<file path="src/rtl/core_ifetch_pf_if.sv">
// core_ifetch_pf_if: bundle of the fetch unit's bus-facing signals.
//   AXI4-Lite read channels : AXI_ARADDR/ARVALID/ARREADY, AXI_RDATA/RRESP/RVALID/RREADY
//   Control redirect        : REDIRECT, REDIRECT_PC
//   Decode handshake        : INSTR_VALID/INSTR_READY, INSTRUCTION, INSTR_PC, INSTR_FAULT
// master = the fetch unit, slave = memory system plus decode stage.
interface core_ifetch_pf_if #(
  parameter int unsigned AXI_AWIDTH = 32,
  parameter int unsigned AXI_DWIDTH = 32
);
  logic [AXI_AWIDTH-1:0] AXI_ARADDR;
  logic                  AXI_ARVALID;
  logic                  AXI_ARREADY;
  logic [AXI_DWIDTH-1:0] AXI_RDATA;
  logic [1:0]            AXI_RRESP;
  logic                  AXI_RVALID;
  logic                  AXI_RREADY;
  logic                  REDIRECT;
  logic [31:0]           REDIRECT_PC;
  logic                  INSTR_VALID;
  logic                  INSTR_READY;
  logic [31:0]           INSTRUCTION;
  logic [31:0]           INSTR_PC;
  logic                  INSTR_FAULT;

  modport master (
    output AXI_ARADDR, AXI_ARVALID, AXI_RREADY,
    input  AXI_ARREADY, AXI_RDATA, AXI_RRESP, AXI_RVALID,
    input  REDIRECT, REDIRECT_PC,
    output INSTR_VALID, INSTRUCTION, INSTR_PC, INSTR_FAULT,
    input  INSTR_READY
  );

  modport slave (
    input  AXI_ARADDR, AXI_ARVALID, AXI_RREADY,
    output AXI_ARREADY, AXI_RDATA, AXI_RRESP, AXI_RVALID,
    output REDIRECT, REDIRECT_PC,
    input  INSTR_VALID, INSTRUCTION, INSTR_PC, INSTR_FAULT,
    output INSTR_READY
  );
endinterface

</file>
<file path="src/rtl/core_ifetch_pf.sv">
// core_ifetch_pf: prefetching RV32I instruction-fetch unit.
// Issues sequential AXI4-Lite reads ahead of decode (up to MAX_OUTSTANDING in
// flight), buffers responses in a DEPTH-entry in-order FIFO and presents them
// over a valid/ready interface. REDIRECT flushes the FIFO and discards stale
// in-flight responses.
// Ports:
//   CLK  - clock
//   NRST - asynchronous active-low reset
//   bus  - core_ifetch_pf_if.master (AXI AR/R channels, redirect, decode side)
// Optional build macro: IFETCH_FAULT_EN - error responses become faulting NOP
// entries with INSTR_FAULT = 1; otherwise RRESP is ignored.
module core_ifetch_pf #(
  parameter logic [31:0] PC_INIT         = 32'h0,
  parameter int unsigned AXI_AWIDTH      = 32,
  parameter int unsigned AXI_DWIDTH      = 32,
  parameter int unsigned DEPTH           = 4,
  parameter int unsigned MAX_OUTSTANDING = 2
) (
  input logic              CLK,
  input logic              NRST,
  core_ifetch_pf_if.master bus
);
  localparam int unsigned CW = $clog2(DEPTH + 1);
  localparam int unsigned PW = $clog2(DEPTH);
  typedef logic [CW-1:0] cnt_t;
  typedef logic [CW:0]   sum_t;
  typedef logic [PW-1:0] ptr_t;
  localparam logic [31:0] NOP    = 32'h0000_0013;
  localparam sum_t        DEPTH_X = sum_t'(DEPTH);
  localparam sum_t        MAXO_X  = sum_t'(MAX_OUTSTANDING);
  localparam sum_t        DSAT_X  = sum_t'(MAX_OUTSTANDING + 1);

  logic [31:0] fpc_q, fpc_n, rpc_q, rpc_n, pend_pc_q, pend_pc_n;
  logic        arvalid_q, arvalid_n, rready_q, pend_q, pend_n;
  cnt_t        out_q, out_n, disc_q, disc_n, cnt_q, cnt_n;
  ptr_t        wptr_q, rptr_q;
  sum_t        disc_sum;

  logic [31:0] mem_data [DEPTH];
  logic [31:0] mem_pc   [DEPTH];

  logic        ar_hs, ar_held, r_hs, push, pop, fifo_valid, credit;
  logic [31:0] redir_pc, in_data;

  assign ar_hs      = arvalid_q & bus.AXI_ARREADY;
  assign ar_held    = arvalid_q & ~bus.AXI_ARREADY;
  assign r_hs       = bus.AXI_RVALID & rready_q;
  assign fifo_valid = (cnt_q != '0);
  assign pop        = fifo_valid & bus.INSTR_READY & ~bus.REDIRECT;
  assign push       = r_hs & (disc_q == '0) & ~bus.REDIRECT;
  assign redir_pc   = {bus.REDIRECT_PC[31:2], 2'b00};

`ifdef IFETCH_FAULT_EN
  logic in_fault;
  logic mem_fault [DEPTH];
  assign in_fault = (bus.AXI_RRESP != 2'b00);
  assign in_data  = in_fault ? NOP : bus.AXI_RDATA[31:0];
  assign bus.INSTR_FAULT = fifo_valid & mem_fault[rptr_q];
  always_ff @(posedge CLK) begin
    if (push) mem_fault[wptr_q] <= in_fault;
  end
`else
  logic unused_rresp;
  assign unused_rresp    = ^bus.AXI_RRESP;
  assign in_data         = bus.AXI_RDATA[31:0];
  assign bus.INSTR_FAULT = 1'b0;
`endif

  always_comb begin
    fpc_n     = fpc_q;
    rpc_n     = rpc_q;
    pend_n    = pend_q;
    pend_pc_n = pend_pc_q;
    disc_n    = disc_q;
    disc_sum  = '0;
    out_n     = out_q + cnt_t'(ar_hs) - cnt_t'(r_hs);
    if (bus.REDIRECT) begin
      cnt_n     = '0;
      // Everything issued so far (including a held AR) is stale.
      disc_sum  = sum_t'(out_q) + sum_t'(arvalid_q) - sum_t'(r_hs);
      disc_n    = (disc_sum > DSAT_X) ? DSAT_X[CW-1:0] : disc_sum[CW-1:0];
      rpc_n     = redir_pc;
      // A held AR must complete first; its successor takes the new PC.
      pend_n    = ar_held;
      pend_pc_n = redir_pc;
      fpc_n     = ar_held ? fpc_q : redir_pc;
    end else begin
      cnt_n = cnt_q + cnt_t'(push) - cnt_t'(pop);
      if (r_hs && (disc_q != '0)) disc_n = disc_q - cnt_t'(1);
      if (push) rpc_n = rpc_q + 32'd4;
      if (ar_hs) begin
        fpc_n  = pend_q ? pend_pc_q : fpc_q + 32'd4;
        pend_n = 1'b0;
      end
    end
    // Credit uses next-state counts so issue can proceed back-to-back.
    credit    = ((sum_t'(cnt_n) + sum_t'(out_n)) < DEPTH_X) &&
                (sum_t'(out_n) < MAXO_X);
    arvalid_n = ar_held | credit;
  end

  always_ff @(posedge CLK or negedge NRST) begin
    if (!NRST) begin
      fpc_q     <= PC_INIT;
      rpc_q     <= PC_INIT;
      pend_q    <= 1'b0;
      pend_pc_q <= '0;
      arvalid_q <= 1'b0;
      rready_q  <= 1'b0;
      out_q     <= '0;
      disc_q    <= '0;
      cnt_q     <= '0;
      wptr_q    <= '0;
      rptr_q    <= '0;
    end else begin
      fpc_q     <= fpc_n;
      rpc_q     <= rpc_n;
      pend_q    <= pend_n;
      pend_pc_q <= pend_pc_n;
      arvalid_q <= arvalid_n;
      rready_q  <= 1'b1;
      out_q     <= out_n;
      disc_q    <= disc_n;
      cnt_q     <= cnt_n;
      if (bus.REDIRECT) begin
        wptr_q <= '0;
        rptr_q <= '0;
      end else begin
        if (push) wptr_q <= wptr_q + ptr_t'(1);
        if (pop)  rptr_q <= rptr_q + ptr_t'(1);
      end
    end
  end

  always_ff @(posedge CLK) begin
    if (push) begin
      mem_data[wptr_q] <= in_data;
      mem_pc[wptr_q]   <= rpc_q;
    end
  end

  assign bus.AXI_ARADDR  = fpc_q[AXI_AWIDTH-1:0];
  assign bus.AXI_ARVALID = arvalid_q;
  assign bus.AXI_RREADY  = rready_q;
  assign bus.INSTR_VALID = fifo_valid;
  assign bus.INSTRUCTION = fifo_valid ? mem_data[rptr_q] : NOP;
  assign bus.INSTR_PC    = mem_pc[rptr_q];
endmodule

</file>
<file path="src/flat_wrapper.sv">
// flat-port wrapper written by rule: the top's interface ports become plain ports
module core_ifetch_pf_flat 
#(
  parameter logic [31:0] PC_INIT         = 32'h0,
  parameter int unsigned AXI_AWIDTH      = 32,
  parameter int unsigned AXI_DWIDTH      = 32,
  parameter int unsigned DEPTH           = 4,
  parameter int unsigned MAX_OUTSTANDING = 2
)
  (CLK, NRST, bus_AXI_ARADDR, bus_AXI_ARVALID, bus_AXI_RREADY, bus_AXI_ARREADY, bus_AXI_RDATA, bus_AXI_RRESP, bus_AXI_RVALID, bus_REDIRECT, bus_REDIRECT_PC, bus_INSTR_VALID, bus_INSTRUCTION, bus_INSTR_PC, bus_INSTR_FAULT, bus_INSTR_READY);
  core_ifetch_pf_if #(.AXI_AWIDTH(AXI_AWIDTH), .AXI_DWIDTH(AXI_DWIDTH)) bus_i ();
  input logic CLK;
  input logic NRST;
  output wire logic [$bits(bus_i.AXI_ARADDR)-1:0] bus_AXI_ARADDR;
  output wire logic [$bits(bus_i.AXI_ARVALID)-1:0] bus_AXI_ARVALID;
  output wire logic [$bits(bus_i.AXI_RREADY)-1:0] bus_AXI_RREADY;
  input wire logic [$bits(bus_i.AXI_ARREADY)-1:0] bus_AXI_ARREADY;
  input wire logic [$bits(bus_i.AXI_RDATA)-1:0] bus_AXI_RDATA;
  input wire logic [$bits(bus_i.AXI_RRESP)-1:0] bus_AXI_RRESP;
  input wire logic [$bits(bus_i.AXI_RVALID)-1:0] bus_AXI_RVALID;
  input wire logic [$bits(bus_i.REDIRECT)-1:0] bus_REDIRECT;
  input wire logic [$bits(bus_i.REDIRECT_PC)-1:0] bus_REDIRECT_PC;
  output wire logic [$bits(bus_i.INSTR_VALID)-1:0] bus_INSTR_VALID;
  output wire logic [$bits(bus_i.INSTRUCTION)-1:0] bus_INSTRUCTION;
  output wire logic [$bits(bus_i.INSTR_PC)-1:0] bus_INSTR_PC;
  output wire logic [$bits(bus_i.INSTR_FAULT)-1:0] bus_INSTR_FAULT;
  input wire logic [$bits(bus_i.INSTR_READY)-1:0] bus_INSTR_READY;
  assign bus_AXI_ARADDR = bus_i.AXI_ARADDR;
  assign bus_AXI_ARVALID = bus_i.AXI_ARVALID;
  assign bus_AXI_RREADY = bus_i.AXI_RREADY;
  assign bus_i.AXI_ARREADY = bus_AXI_ARREADY;
  assign bus_i.AXI_RDATA = bus_AXI_RDATA;
  assign bus_i.AXI_RRESP = bus_AXI_RRESP;
  assign bus_i.AXI_RVALID = bus_AXI_RVALID;
  assign bus_i.REDIRECT = bus_REDIRECT;
  assign bus_i.REDIRECT_PC = bus_REDIRECT_PC;
  assign bus_INSTR_VALID = bus_i.INSTR_VALID;
  assign bus_INSTRUCTION = bus_i.INSTRUCTION;
  assign bus_INSTR_PC = bus_i.INSTR_PC;
  assign bus_INSTR_FAULT = bus_i.INSTR_FAULT;
  assign bus_i.INSTR_READY = bus_INSTR_READY;
  core_ifetch_pf #(.PC_INIT(PC_INIT), .AXI_AWIDTH(AXI_AWIDTH), .AXI_DWIDTH(AXI_DWIDTH), .DEPTH(DEPTH), .MAX_OUTSTANDING(MAX_OUTSTANDING)) u_core (.CLK(CLK), .NRST(NRST), .bus(bus_i));
endmodule
</file>
<file path="config.mk">
export PLATFORM = sky130hd
export DESIGN_NAME = core_ifetch_pf_flat
export DESIGN_NICKNAME = d
export VERILOG_FILES = /design/src/rtl/core_ifetch_pf_if.sv /design/src/rtl/core_ifetch_pf.sv /design/src/flat_wrapper.sv
export SDC_FILE = /design/constraint.sdc
export NUM_CORES = 1
export LEC_CHECK = 0
export ABC_CLOCK_PERIOD_IN_PS = 3200
export CELL_PAD_IN_SITES_DETAIL_PLACEMENT = 0
export CELL_PAD_IN_SITES_GLOBAL_PLACEMENT = 2
export CORE_AREA = 2 2 198 200
export DETAILED_ROUTE_END_ITERATION = 10
export DIE_AREA = 0 0 200 202
export PLACE_DENSITY = 0.86
export REMOVE_ABC_BUFFERS = 1
export SYNTH_ARGS = -nofsm -noshare
export SYNTH_HDL_FRONTEND = slang
export SYNTH_SLANG_ARGS = --single-unit
</file>
<file path="constraint.sdc">
create_clock -name CLK -period 3.2 [get_ports CLK]
set_input_delay 0.96 -clock CLK [delete_from_list [all_inputs] [get_ports CLK]]
set_output_delay 0.96 -clock CLK [all_outputs]
set_load 0.005 [all_outputs]
</file>
==> qor.yml, run 1 <==
layout:
  fillers: 3324
  layout.nets: 1353
  syn2layout_area_growth_pct: 26.73
  finalNonFillerCells: 1806
  register_area_um2: 10100
  multi_input_area_um2: 4673
  n_antenna_cell: 0
  drive_gt1_share_pct: 21.82
  design_area_um2: 19190
  finish.utilization_pct: 50.13
floorplan:
  ios: 172
  rows: 72
  start_util_pct: 39.56
  core_area_um2: 38290
  die_w_um: 200
  die_h_um: 202
  die_area_um2: 40400
drt:
  via_count: 9386
  vias_per_cell: 5.197
  drtIter0Drc: 512
  wire_per_inst_um: 19.98
  dr.pass1.iters: 4
  final_antenna_net_count: 0
  drt-total-wl_um: 36090
  drc_errors: 0
clocking:
  clk_pin_slew_worst_paths_ns: 0.06
  insertion_delay_ns: 0.53
  cts_sinks: 354
  cts_tree: "done"
  cts-root-buf: "clkbuf_16"
  cts_buffers: 39
  clock_path_buffers: 3
  ctsHtreeMaxLevel: 2
critical_path:
  reg2regPathDepth: 14
  required_ns: 2.24
  cp-end-kind: "output pin"
  r2r-start: "u_core.cnt_q[1]"
  r2r_slack_ns: 0.46
  crit_type: "reg -> out"
  crit_arrival_ns: 2.28
  setup.worst_path.start_class: "register"
  r2r-end: "u_core.bus.AXI_ARVALID"
  critPathMaxFanout: 6
sta:
  finalMaxSlewViolations: 0
  period_minus_slack_ns: 3.242
  worst_slew_pin_slew_ns: 0.6151
  grt_setup_unrepaired: "yes"
  relSlewSlack_pct: 58.68
  setup_violations: 1
  fin_worst_skew_ns: 0.01053
  hold_viol: 0
  tns_ns: -0.04180
  fmax_mhz: 308.5
  setup_ws_ns: -0.04180
  period_share_pct: 101.3
placed_design:
  gp_congestion: 0.8252
  port_buffers: 162
  placed_cells: 1710
  dp_hpwl_um: 23530
  placed_area_um2: 17760
global_routing:
  grt_max_degree: 109
  antenna_found_initial: 0
  grt_pass1_vias: 9524
  grt_pass1_wl_um: 55060
  track_usage_pct: 17.98
  globalRoute.totalOverflow: 0
worst_hold_path:
  hold_path_class: "in -> async"
logic_synthesis:
  syn_area_um2: 15140
  async_reset_ff_share_pct: 29.94
  synthCells: 1028
  yosysMostFrequentCell: "edfxtp_1"
  yosys-top-cells-area: "edfxtp_1 (49%), dfrtp_1 (18%), mux4_2 (9.2%)"
  netlist.area_leader.share_pct: 49.17
  synth_top_cell_by_area: "edfxtp_1"
  synth-seq-cells: 354
  ys_warn_count: 0
  synthDistinctLibCells: 68
  synth_edf_count: 248
  postSynthAreaPerCell_um2: 14.73
  synthTopCellsByCount: "edfxtp_1 (248), dfrtp_1 (106), o21ai_0 (83), nand2_1 (79), mux4_2 (62)"
  synth_flop_cell: "edfxtp_1"
  yosysSeqAreaShare_pct: 66.69
power:
  ir_drop_uv: 418.3
  p_leak_nw: 7.073
  powerDensity_nw_per_um2: 713.5
job:
  maxCapViolCount: 0
run_status:
  status: "complete, but fails checks"
  violations: "negative setup slack"
==> cells by family after synthesis <==
logic type / count (synthesis) / share of synthesized area [%]
AOI/OAI and AO/OA: 172 / 6.783
xor gates and xnor gates: 46 / 2.660
adders and majority gates: 21 / 1.884
buffers and inverters: 105 / 2.875
DFF: 354 / 66.69
muxes: 70 / 9.807
other: 2 / 0.04959
and+or+nand+nor: 258 / 9.253
==> placed cells by master (no fill, tap or decap), types with 5 or more instances in the layout <==
cell,netlist,routed
o21ai_1,5,5
clkbuf_1,30,6
a31oi_1,14,14
buf_6,1,6
a21oi_1,21,20
dfrtp_1,106,104
o22ai_1,6,6
clkdlybuf4s50_1,0,98
and2_1,35,22
nand2_1,79,79
ha_1,18,18
xor2_1,13,13
conb_1,2,6
nor3_1,16,15
o21ai_0,83,83
nor4_1,14,14
edfxtp_1,248,248
nor2_1,34,34
mux2_2,7,7
clkbuf_2,1,20
buf_12,0,16
buf_2,11,16
a2bb2oi_1,6,6
xnor2_1,33,33
nand4_1,14,14
clkinv_2,0,9
and3_1,13,9
mux4_2,62,62
clkbuf_16,0,39
buf_4,5,55
and2_4,0,13
nand3_1,23,23
dlymetal6s2s_1,0,9
inv_1,50,50
dlygate4sd2_1,0,12
clkinv_1,1,9
==> sequential cells by signal (all words and copies together) (netlist names) <==
register and flops:
u_core.pend_q 1, u_core.cnt_q 3, u_core.rptr_q 2, u_core.bus.AXI_RREADY 1, u_core.out_q 3, u_core.bus.AXI_ARADDR 30, u_core.mem_pc 120, u_core.bus.AXI_ARVALID 1
u_core.wptr_q 2, u_core.mem_data 128, u_core.rpc_q 30, u_core.disc_q 3, u_core.pend_pc_q 30
==> worst max-delay path by stage <==
| stage | startpoint | endpoint | slack, ns | cells after the start |
|---|---|---|---|---|
| 2_1_floorplan | u_core.rptr_q[0] | bus_INSTRUCTION[0] | -1.21 | 2 |
| 3_3_place_gp | bus_INSTR_READY | u_core.bus.AXI_ARVALID | -0.21 | 13 |
| 3_5_place_dp | bus_INSTR_READY | u_core.bus.AXI_ARVALID | -0.23 | 13 |
| 4_1_cts | u_core.rptr_q[0] | bus_INSTR_PC[22] | -0.18 | 4 |
| 5_1_grt | u_core.rptr_q[0] | bus_INSTRUCTION[22] | -0.09 | 6 |
| 6_report | u_core.rptr_q[0] | bus_INSTRUCTION[22] | -0.04 | 6 |
==> worst max-delay path, cell delays in order (launching register included) <==
cell           delay (ns)
dfrtp_4              0.50
buf_4                0.15
buf_12               0.13
buf_4                0.13
mux4_2               0.42
and2_4               0.17
dlygate4sd2_1        0.26
==> per-layer routing <==
layer,GRT usage [%],up-vias,share of wire (%)
li1,-,4337,-
met1,25.18,4735,45
met2,28.79,253,47
met3,3.404,61,5.3
met4,4.974,0,2.3
met5,0,-,0
==> power breakdown <==
| part | internal, mW | switching, mW |
|---|---|---|
| Combinational | 2.03 | 1.57 |
| Sequential | 5.26 | 0.487 |
| Clock | 2.57 | 1.78 |
| Total | 9.86 | 3.84 |
==> per-stage QoR <==
step	power [mW]	hold WS (ns)	setup WS [ns]
2_1_floorplan	7.370	0.4534	-1.214
3_3_place_gp	9.222	0.4623	-0.2131
3_5_place_dp	9.261	0.4937	-0.2348
4_1_cts	13.72	0.2233	-0.1828
5_1_grt	14.38	0.2285	-0.09353
6_report	13.69	0.2404	-0.04180
==> cell type report <==
type / instances / area share [%]
Tap cell: 518 / 3.377
Timing Repair Buffer: 241 / 12.22
Inverter: 51 / 0.9975
Clock inverter: 24 / 1.206
Sequential cell: 354 / 52.65
Clock buffer: 45 / 5.202
Multi-Input combinational cell: 573 / 24.35
==> what timing repair did <==
| item | CTS | global route |
|---|---|---|
| hold buffers | 0 | 0 |
| buffers inserted | 12 | 17 |
| cloned | 1 | 0 |
| gates resized for setup | 124 | 68 |
| endpoints found under the setup margin | 62 | 33 |
Power figures use the tool's default switching activity.
==> run 2, diff against run 1 <==
--- a/config.mk
+++ b/config.mk
@@ -6,12 +6,14 @@
 export NUM_CORES = 1
 export LEC_CHECK = 0
 export ABC_CLOCK_PERIOD_IN_PS = 3200
+export CAP_MARGIN = 10
 export CELL_PAD_IN_SITES_DETAIL_PLACEMENT = 0
 export CELL_PAD_IN_SITES_GLOBAL_PLACEMENT = 2
-export CORE_AREA = 2 2 198 200
+export CORE_AREA = 2 2 193 195
+export CTS_BUF_LIST = sky130_fd_sc_hd__clkbuf_8
 export DETAILED_ROUTE_END_ITERATION = 10
-export DIE_AREA = 0 0 200 202
-export PLACE_DENSITY = 0.86
+export DIE_AREA = 0 0 195 197
+export PLACE_DENSITY = 0.89
 export REMOVE_ABC_BUFFERS = 1
 export SYNTH_ARGS = -nofsm -noshare
 export SYNTH_HDL_FRONTEND = slang
==> run 2 against run 1 <==
Net effect: the run still ends with negative setup slack left; hold slack improved by 0.043 ns; highest routed layer unchanged; design area grew 0.57%; non-clock buffer count stayed put; maximum frequency barely moved; global-route usage is 1.2 points higher; total power is 1.2% higher; critical path depth unchanged; critical endpoint is now bus_INSTRUCTION[24]; clock power shrank 0.9%; largest cell class unchanged; combinational power is 5.5% higher; register-to-register slack got worse by 0.06 ns; via count rose by 0.37%.
==> qor.yml, run 2 (synthesized netlist as in run 1, its figures left out) <==
critical_path:
  r2r_slack_ns: 0.40
  required_ns: 2.24
  setup.worst_path.start_class: "register"
  critPathMaxFanout: 6
  cp-end-kind: "output pin"
  crit_arrival_ns: 2.28
  reg2regPathDepth: 14
  r2r-start: "u_core.cnt_q[2]"
  r2r-end: "u_core.bus.AXI_ARVALID"
  crit_type: "reg -> out"
layout:
  drive_gt1_share_pct: 26.03
  finish.utilization_pct: 53.23
  top_regs: "u_core.mem_data: 128 flops, u_core.mem_pc: 120 flops"
  n_antenna_cell: 0
  finalNonFillerCells: 1797
  final_cell_mix: "edfxtp_1 (248), dfrtp_1 (104), clkdlybuf4s50_1 (98), o21ai_0 (83), nand2_1 (79)"
  largest_register_ffs: 128
  final_common_cell: "edfxtp_1"
  fillers: 3064
  largest_register: "u_core.mem_data"
  syn2layout_area_growth_pct: 27.45
  layout.nets: 1373
drt:
  via_count: 9421
  dr.pass1.iters: 5
  wl_met1_um: 15790
  top_layer: "met4"
  wl_met3_um: 2215
  drtIter0Drc: 491
  drc_errors: 0
  final_antenna_net_count: 0
  wl_met2_um: 17450
  drt-total-wl_um: 36130
  wire_per_inst_um: 20.10
  vias_per_cell: 5.243
global_routing:
  globalRoute.totalOverflow: 0
  antenna_found_initial: 0
  grt_max_degree: 58
  track_usage_pct: 19.19
  grt_pass1_wl_um: 56520
  grt_pass1_vias: 9852
run_status:
  status: "complete, but fails checks"
  violations: "negative setup slack"
floorplan:
  die_area_um2: 38420
  rows: 70
  core_area_um2: 36260
  die_h_um: 197
  start_util_pct: 41.77
  die_w_um: 195
  ios: 172
power:
  p_leak_nw: 7.087
  ir_drop_uv: 404.6
  powerDensity_nw_per_um2: 718.1
sta:
  fmax_mhz: 308.3
  fin_worst_skew_ns: 0.01312
  finalMaxSlewViolations: 0
  hold_viol: 0
  period_minus_slack_ns: 3.243
  grt_setup_unrepaired: "yes"
  setup_violations: 8
  period_share_pct: 101.4
  worst_slew_pin_slew_ns: 0.6634
  relSlewSlack_pct: 55.37
  setup_ws_ns: -0.04339
clocking:
  cts_buffers: 59
  clock_path_buffers: 3
  insertion_delay_ns: 0.62
  cts_tree: "done"
  clk_pin_slew_worst_paths_ns: 0.06
  cts_hold_buf: 0
  ctsHtreeMaxLevel: 2
  cts-root-buf: "clkbuf_8"
  cts_sinks: 354
placed_design:
  port_buffers: 162
  dp_hpwl_um: 23430
  gp_congestion: 0.8351
  placed_cells: 1651
job:
  maxCapViolCount: 0
worst_hold_path:
  hold_path_class: "in -> async"
==> run 2: cell count changes in the layout (fill, tap and decap cells not counted), moves of 11 or more <==
cell,delta
buf_2,+15
clkbuf_8,+69
clkbuf_16,-39
buf_6,+38
inv_1,+12
clkbuf_2,-18
dlygate4sd2_1,-11
buf_4,-16
==> run 2: through the flow <==
stage | cell area, µm² | hold slack [ns] | setup TNS, ns | setup WS, ns | power, mW
6_report | 19300 | 0.2838 | -0.1565 | -0.04339 | 13.86
3_5_place_dp | 17570 | 0.4698 | -0.4608 | -0.2455 | 9.147
3_3_place_gp | 17570 | 0.4623 | -0.3623 | -0.2381 | 9.120
2_1_floorplan | 14920 | 0.4534 | -97.46 | -1.214 | 7.370
5_1_grt | 19300 | 0.2654 | -2.624 | -0.1326 | 14.61
4_1_cts | 19260 | 0.2536 | -3.397 | -0.1526 | 13.97
==> run 2: cell type report <==
cell class                      count  area [µm²]  share of cell area (%)
Clock buffer                       69       949.7                   4.920
Inverter                           51       191.4                  0.9918
Timing Repair Buffer              241        2409                   12.48
Clock inverter                     41       356.6                   1.848
Multi-Input combinational cell    573        4705                   24.37
Sequential cell                   354       10100                   52.35
Tap cell                          468       585.6                   3.034
==> run 2: routing by layer <==
metal / vias to the layer above / GRT usage, %
met4: 0 / 5.485
met5: - / 0
met3: 52 / 4.552
met1: 4704 / 25.63
met2: 286 / 31.53
li1: 4379 / -
==> run 2: worst max path at each step <==
stage / from / end / slack, ns / depth (start not counted)
after floorplan: u_core.rptr_q[0] / bus_INSTRUCTION[0] / -1.21 / 2
after detailed placement: bus_AXI_RVALID / u_core.bus.AXI_ARVALID / -0.25 / 12
after global routing: u_core.rptr_q[0] / bus_INSTRUCTION[24] / -0.13 / 6
after CTS: u_core.rptr_q[0] / bus_INSTRUCTION[30] / -0.15 / 6
final: u_core.rptr_q[0] / bus_INSTRUCTION[24] / -0.04 / 6
after global placement: bus_AXI_RVALID / u_core.bus.AXI_ARVALID / -0.24 / 12
==> run 2: power by group <==
group	switching, mW	internal [mW]
clock	1.83	2.47
sequential	0.494	5.26
combinational	1.61	2.20
==> run 2: what timing repair did <==
item | 4_1_cts | 5_1_grt
endpoints found under the hold margin | 0 | 0
buffers inserted | 36 | 4
cloned | 3 | 0
endpoints found under the setup margin | 63 | 50
resized for setup | 292 | 33
==> run 2: critical path, stage by stage (launching register included) <==
cell and delay [ns]:
dfrtp_4 0.53, buf_12 0.16, buf_16 0.14, buf_8 0.12
mux4_2 0.44, and2_4 0.18, buf_6 0.10
==> run 3, diff against run 2 <==
--- a/config.mk
+++ b/config.mk
@@ -9,11 +9,10 @@
 export CAP_MARGIN = 10
 export CELL_PAD_IN_SITES_DETAIL_PLACEMENT = 0
 export CELL_PAD_IN_SITES_GLOBAL_PLACEMENT = 2
-export CORE_AREA = 2 2 193 195
-export CTS_BUF_LIST = sky130_fd_sc_hd__clkbuf_8
+export CORE_AREA = 2 2 198 200
 export DETAILED_ROUTE_END_ITERATION = 10
-export DIE_AREA = 0 0 195 197
-export PLACE_DENSITY = 0.89
+export DIE_AREA = 0 0 200 202
+export PLACE_DENSITY = 0.86
 export REMOVE_ABC_BUFFERS = 1
 export SYNTH_ARGS = -nofsm -noshare
 export SYNTH_HDL_FRONTEND = slang
==> results of run 3 <==
Final layout, timing and power as in run 1 (identical DEF).
